`src/rtl/updown_btn_ctrl.sv`:
```
// rtl/updown_btn_ctrl.sv - button front end producing direction, clear pulse and direction event for the up/down counter
//
// Purpose:
//   Takes two raw, bouncy pushbuttons. Each one passes through a 2-flop
//   synchronizer and then its own debounce FSM. An accepted press becomes a
//   clean control for the downstream 3-bit up/down counter.
//
// Ports:
//   clk          in   system clock, rising edge
//   reset        in   asynchronous active-high reset
//   btn_dir_raw  in   raw direction button (asynchronous, bouncy)
//   btn_clr_raw  in   raw clear button (asynchronous, bouncy)
//   dir_lock     in   synchronous; discards accepted direction presses while high
//   up_down      out  registered direction, 1 = up
//   cnt_clr      out  registered clear pulse, CLR_PULSE cycles wide
//   dir_evt      out  registered one-cycle strobe when up_down has just toggled
module updown_btn_ctrl #(
  parameter int unsigned DB_CYCLES   = 4,
  parameter int unsigned CLR_PULSE   = 1,
  parameter bit          UP_AT_RESET = 1'b1
) (
  input  logic clk,
  input  logic reset,
  input  logic btn_dir_raw,
  input  logic btn_clr_raw,
  input  logic dir_lock,
  output logic up_down,
  output logic cnt_clr,
  output logic dir_evt
);

  localparam int unsigned DBW = $clog2(DB_CYCLES + 1);
  localparam int unsigned PCW = $clog2(CLR_PULSE + 1);
  localparam logic [DBW-1:0] DB_LAST = DBW'(DB_CYCLES - 1);
  localparam logic [PCW-1:0] PC_LOAD = PCW'(CLR_PULSE - 1);

  typedef enum logic [1:0] {
    IDLE      = 2'd0,
    ARMING    = 2'd1,
    PRESSED   = 2'd2,
    RELEASING = 2'd3
  } db_state_e;

  // Bit 0 = direction button, bit 1 = clear button.
  logic [1:0] sync1_q;
  logic [1:0] sync2_q;
  logic [1:0] accept;

  always_ff @(posedge clk or posedge reset) begin
    if (reset) begin
      sync1_q <= 2'b00;
      sync2_q <= 2'b00;
    end else begin
      sync1_q <= {btn_clr_raw, btn_dir_raw};
      sync2_q <= sync1_q;
    end
  end

  for (genvar g = 0; g < 2; g++) begin : g_db
    db_state_e      state_q;
    logic [DBW-1:0] dbc_q;
    logic           s;

    assign s = sync2_q[g];

    // Accept is decoded from the current state so the output stage reacts on
    // the same edge that moves the FSM into PRESSED.
    assign accept[g] = s && (((state_q == ARMING) && (dbc_q == DB_LAST)) ||
                             ((state_q == IDLE) && (DB_CYCLES == 1)));

    always_ff @(posedge clk or posedge reset) begin
      if (reset) begin
        state_q <= IDLE;
        dbc_q   <= '0;
      end else begin
        case (state_q)
          IDLE: begin
            if (s) begin
              if (DB_CYCLES == 1) begin
                state_q <= PRESSED;
                dbc_q   <= '0;
              end else begin
                state_q <= ARMING;
                dbc_q   <= DBW'(1);
              end
            end
          end
          ARMING: begin
            if (!s) begin
              state_q <= IDLE;
              dbc_q   <= '0;
            end else if (dbc_q == DB_LAST) begin
              state_q <= PRESSED;
              dbc_q   <= '0;
            end else begin
              dbc_q <= dbc_q + DBW'(1);
            end
          end
          PRESSED: begin
            // Holding stays here forever; only a debounced release leaves.
            if (!s) begin
              if (DB_CYCLES == 1) begin
                state_q <= IDLE;
                dbc_q   <= '0;
              end else begin
                state_q <= RELEASING;
                dbc_q   <= DBW'(1);
              end
            end
          end
          RELEASING: begin
            if (s) begin
              state_q <= PRESSED;
              dbc_q   <= '0;
            end else if (dbc_q == DB_LAST) begin
              state_q <= IDLE;
              dbc_q   <= '0;
            end else begin
              dbc_q <= dbc_q + DBW'(1);
            end
          end
          default: begin
            state_q <= IDLE;
            dbc_q   <= '0;
          end
        endcase
      end
    end
  end

  logic           up_down_q, up_down_d;
  logic           dir_evt_q, dir_evt_d;
  logic           cnt_clr_q, cnt_clr_d;
  logic [PCW-1:0] pcnt_q, pcnt_d;

  always_comb begin
    up_down_d = up_down_q;
    dir_evt_d = 1'b0;
    cnt_clr_d = 1'b0;
    pcnt_d    = '0;

    // A locked press is simply dropped; the FSM has already consumed it.
    if (accept[0] && !dir_lock) begin
      up_down_d = ~up_down_q;
      dir_evt_d = 1'b1;
    end

    // A fresh accept reloads the remaining count, so overlapping presses
    // stretch the pulse without a low gap.
    if (accept[1]) begin
      cnt_clr_d = 1'b1;
      pcnt_d    = PC_LOAD;
    end else if (pcnt_q != '0) begin
      cnt_clr_d = 1'b1;
      pcnt_d    = pcnt_q - PCW'(1);
    end
  end

  always_ff @(posedge clk or posedge reset) begin
    if (reset) begin
      up_down_q <= UP_AT_RESET;
      dir_evt_q <= 1'b0;
      cnt_clr_q <= 1'b0;
      pcnt_q    <= '0;
    end else begin
      up_down_q <= up_down_d;
      dir_evt_q <= dir_evt_d;
      cnt_clr_q <= cnt_clr_d;
      pcnt_q    <= pcnt_d;
    end
  end

  assign up_down = up_down_q;
  assign dir_evt = dir_evt_q;
  assign cnt_clr = cnt_clr_q;

endmodule

```
`config.mk`:
```
export PLATFORM = sky130hd
export DESIGN_NAME = updown_btn_ctrl
export DESIGN_NICKNAME = d
export VERILOG_FILES = /design/src/rtl/updown_btn_ctrl.sv
export SDC_FILE = /design/constraint.sdc
export NUM_CORES = 1
export LEC_CHECK = 0
export CAP_MARGIN = 20
export CELL_PAD_IN_SITES_DETAIL_PLACEMENT = 1
export CELL_PAD_IN_SITES_GLOBAL_PLACEMENT = 2
export CORE_AREA = 2 2 45 47
export DETAILED_ROUTE_END_ITERATION = 16
export DIE_AREA = 0 0 47 49
export DONT_BUFFER_PORTS = 1
export PLACE_DENSITY_LB_ADDON = 0.1
export SYNTH_ARGS = -nofsm -noshare
export SYNTH_HDL_FRONTEND = slang
export SYNTH_SLANG_ARGS = --single-unit
```
`constraint.sdc`:
```
create_clock -name clk -period 1.4 [get_ports clk]
set_clock_uncertainty 0.05 [all_clocks]
set_input_delay 0.21 -clock clk [delete_from_list [all_inputs] [get_ports clk]]
set_output_delay 0.21 -clock clk [all_outputs]
set_load 0.005 [all_outputs]
```
Yosys cells after proc, flatten, opt, wreduce, memory -nomap -nowiden

Index checks and enable logic that the tools add are counted.
W data, S select, Z words.

Output and inout bits: 3
Input port bits: 5
Register bits: 18
Logic and storage cells: 73

Bitwise gates (word level): 1
Add/subtract/negate cells: 3
Eq/ne operators: 16
Reduce and logical (&&, ||, !) cells: 12
Multiplexer cells: 31

Operators with widths:

| kind                  | count |
|---|---|
| $mux W3               | 10 |
| $mux W2               | 12 |
| $pmux W3 S4           | 2 |
| $pmux W2 S4           | 2 |
| $eq A2 B2 Y1 const B  | 4 |
| $ne A2 B2 Y1 const B  | 4 |
| $reduce_and A4 Y1     | 2 |
| $add A3 B1 Y3 const B | 2 |
| $eq A3 B2 Y1 const B  | 2 |
| $ne A3 B2 Y1 const B  | 2 |
| $ne A3 B3 Y1 const B  | 2 |
| $logic_and A1 B1 Y1   | 5 |
| $mux W1               | 5 |
| $eq A2 B1 Y1 const B  | 2 |
| $logic_not A2 Y1      | 2 |
| $reduce_and A2 Y1     | 2 |
| $logic_not A1 Y1      | 1 |
| $not A1 Y1            | 1 |
| $sub A1 B1 Y1 const B | 1 |

Logic depth before layout (Yosys ltp)

Gate-level depths: netlist of run 1.

Word-level depth: 5
Gate-level depth with buffers: 4
Mapped depth without buffers: 4

Worst setup path before layout of run 1

No wires, ideal clock.

Path kind: reg2reg
Start: register g_db[1].dbc_q[0]
End: register with a tool-made name
Library setup time: 0.125 ns
Period minus slack after synthesis: 1.315 ns
Required time: 1.225 ns
Setup slack: 0.085 ns
Path buffers: 0
Arrival: 1.141 ns
Stages on the path, launching flop included: 5
Path through: dfrtp_1 > ha_1 > and2b_1 > nand2_1 > mux2_2

RTL lines:

| element                  | line | source |
|---|---|---|
| start: declaration       | 61   | `logic [DBW-1:0] dbc_q;` |
| start signal: assignment | 96   | `dbc_q <= dbc_q + DBW'(1);` |
| start signal: assignment | 119  | `dbc_q <= dbc_q + DBW'(1);` |

==> impl_metrics.py, run 1 <==
metrics = {
    "outcome": {
        "status": "finished, final reports clean",
    },
    "power": {
        "power_mw": 1.49,
        "leakagePower_nw": 0.361,
        "ir_worst_vdd_uv": 727,
        "powerDensity_nw_per_um2": 1840,
    },
    "final_layout": {
        "final_cells": 88,
        "regArea_um2": 427,
        "syn2layout_area_growth_pct": 19.6,
        "fill_cells": 204,
        "drive_above_1_share_pct": 26.2,
        "multiInputGateArea_um2": 265,
        "fin_nets": 69,
        "antennaDiodeCount": 0,
    },
    "hold_path": {
        "holdCritPathClass": "in -> reg",
        "hold_start": "dir_lock",
        "whs_path_depth": 2,
        "min_to": "dir_evt",
    },
    "synth": {
        "synth-simple-area-share_pct": 14.8,
        "syn_inst": 51,
        "yosysWarnings": 0,
        "synth_compound_area_share_pct": 8.15,
        "synthTopCellsByArea": "dfrtp_1 (59%), o21a_1 (4.4%), dfstp_2 (3.9%)",
        "ys_seq_area_share_pct": 63.1,
        "syn_area_um2": 676,
        "syn_area_per_cell_um2": 13.2,
        "yosys.area_share.adder_pct": 3.70,
        "syn_nets": 58,
        "synth_top_cell_by_area": "dfrtp_1",
        "synth_xor_area_share_pct": 6.30,
        "synthMuxAreaShare_pct": 3.33,
        "ys_ff_latch": 17,
        "synth_top_family_by_area": "simple AND/OR/NAND/NOR gates",
        "yosysTopAreaCellShare_pct": 59.3,
        "ys_types": 21,
    },
    "sta": {
        "slew_headroom_pct": 57.4,
        "layout_min_cycle_time_ns": 1.35,
        "clock.fmax_ghz": 0.739,
        "setup_tns_ns": 0,
        "hold_violations": 0,
        "setup_viol": 0,
        "finalCritPeriodShare_pct": 96.7,
        "report.final.slew_viol_count": 0,
        "holdWs_ns": 0.145,
        "worst_slew_pin_slew_ns": 0.638,
    },
    "global_route": {
        "gr-total-overflow": 0,
        "grt_pass1_wl_um": 2160,
        "grt_pass1_vias": 478,
        "grt_util_all_layers_pct": 13.8,
        "grt_max_degree": 18,
        "antenna_found_initial": 0,
    },
    "place": {
        "io_buffers": 0,
        "dp_cells": 78,
        "place_congestion": 0.625,
    },
    "setup_path": {
        "cp_slowest_cell": "dfrtp_1",
        "critPathLaunchType": "flip-flop",
        "cp_num_buf_inv": 0,
        "critPathKind": "reg -> reg",
        "cp-end-kind": "flip-flop",
        "required_ns": 1.52,
        "worstPathCellList": "ha_2 > and2b_2 > nand2_2 > mux2_4",
        "path_max_fanout": 3,
        "r2r_setup_slack_ns": 0.05,
        "max_stage_delay_ns": 0.40,
        "r2r_start": "g_db[1].dbc_q[0]",
        "path_delay_family": "flip-flops",
        "cp.arrival_ns": 1.48,
        "rr_worst_depth": 4,
    },
    "die": {
        "dieHeight_um": 49,
        "initial_core_util_pct": 36.7,
        "ios": 8,
        "design.core.area_um2": 1840,
        "die-area_um2": 2300,
        "fp.dieW_um": 47,
        "fp-row-count": 16,
    },
    "drt": {
        "dr.pass1.iters": 2,
        "num_vias": 415,
        "drt-total-wl_um": 1250,
        "wire_per_inst_um": 14.2,
        "antenna_left": 0,
        "routed_via_density": 4.72,
        "drtIter0Drc": 1,
        "drc": 0,
    },
    "clock_tree": {
        "cts_buffers": 3,
        "cts_htree_levels": 1,
        "clockBufferDepth": 2,
        "cts_tree": "built",
        "clock_insertion_delay_worst_skew_ns": 0.28,
        "root_buffer": "clkbuf_4",
        "clkTransAtPathRegs_ns": 0.09,
        "cts_sinks": 17,
    },
    "flow_run": {
        "maxCapViolCount": 0,
    },
}
Yosys cell counts:
cell      instances
and2b_1           1
xor2_2            1
nand2b_1          1
and4_1            1
dfstp_2           1
inv_1             1
o21ai_0           4
and2_2            1
ha_1              2
nand2_1           3
xnor2_1           1
nand4b_1          2
dfrtp_1          16
a21oi_1           1
nor2_1            3
o21a_1            4
nor2b_1           1
nor3b_1           2
xor2_1            2
mux2_2            2
and3b_1           1
layout by cell type (no fill, tap or decap):
master         netlist  layout
dfrtp_1             16      16
o21a_1               4       4
o21ai_0              4       4
nor2_1               3       3
clkbuf_4             0       3
dlygate4sd3_1        0       3
buf_4                0       3
nor3b_1              2       2
xor2_1               2       2
nand2_2              0       2
nand4b_1             2       2
and2b_2              0       1
xnor2_1              1       1
a21oi_1              1       1
nor2b_4              0       1
mux2_2               2       1
mux2_4               0       1
and4_1               1       1
inv_1                1       1
xor2_2               1       1
nand2b_1             1       1
nand2_1              3       1
and2_2               1       1
and3b_1              1       1
ha_2                 0       1
ha_1                 2       1
clkbuf_1             0       1
dfstp_2              1       1
where the power goes:
group,switching [mW],internal [mW],total [mW]
Sequential,0.143,0.627,0.771
Clock,0.141,0.111,0.252
Combinational,0.208,0.255,0.463
Total,0.493,0.993,1.49
routing by layer:
layer  vias up  GRT usage, %  wire [um]
li1        197             -          -
met1       213          17.2        527
met2         5          21.5        689
met3         0          3.33         36
met4         0          6.94          0
met5         -             0          0
how the worst max path moves through the flow:
stage / from / to / slack, ns / cells after the start
after floorplan: g_db[1].dbc_q[0] / flip-flop / 0.08 / 4
after global placement: g_db[1].dbc_q[0] / flip-flop / 0.06 / 4
after detailed placement: g_db[0].dbc_q[0] / flip-flop / -0.01 / 4
after CTS: g_db[0].dbc_q[0] / flip-flop / 0.007 / 4
after global routing: g_db[1].dbc_q[1] / g_db[1].dbc_q[0] / -0.009 / 5
final: g_db[1].dbc_q[0] / flip-flop / 0.05 / 4
layout make-up:
class | instances | share of cell area, %
flip-flops and latches | 17 | 52.8
multi-input cells | 33 | 32.8
repair buffers | 6 | 6.50
well taps | 27 | 4.18
clock buffers | 4 | 3.25
inverters | 1 | 0.464
kinds of logic after synthesis:
logic type | Yosys count
adder cells (fa/ha/maj) | 2
buffers and inverters | 1
flip-flops | 17
AO/OA/AOI/OAI | 9
multiplexers | 2
AND/OR/NAND/NOR | 16
XOR/XNOR | 4
per-stage QoR:
step	worst slack (ns)	area (um^2)	util (%)
3_5_place_dp	-0.0125	709	38.5
5_1_grt	-0.00914	808	43.9
6_report	0.0464	808	43.9
4_1_cts	0.00700	778	42.3
3_3_place_gp	0.0626	709	38.5
2_1_floorplan	0.0847	676	-
what timing repair did:
| item | 4_1_cts | 5_1_grt |
|---|---|---|
| hold buffers | 3 | 0 |
| endpoints found under the setup margin | 3 | 3 |
| endpoints found under the hold margin | 18 | 0 |
| buffers inserted | 1 | 2 |
| resized for setup | 2 | 5 |
No activity file was read; power rests on OpenSTA's default activity.
==> run 2: changes to the inputs <==
Settings changed: SLEW_MARGIN from default to 0.
==> results of run 2 <==
Final layout, timing and power as in run 1 (identical DEF).
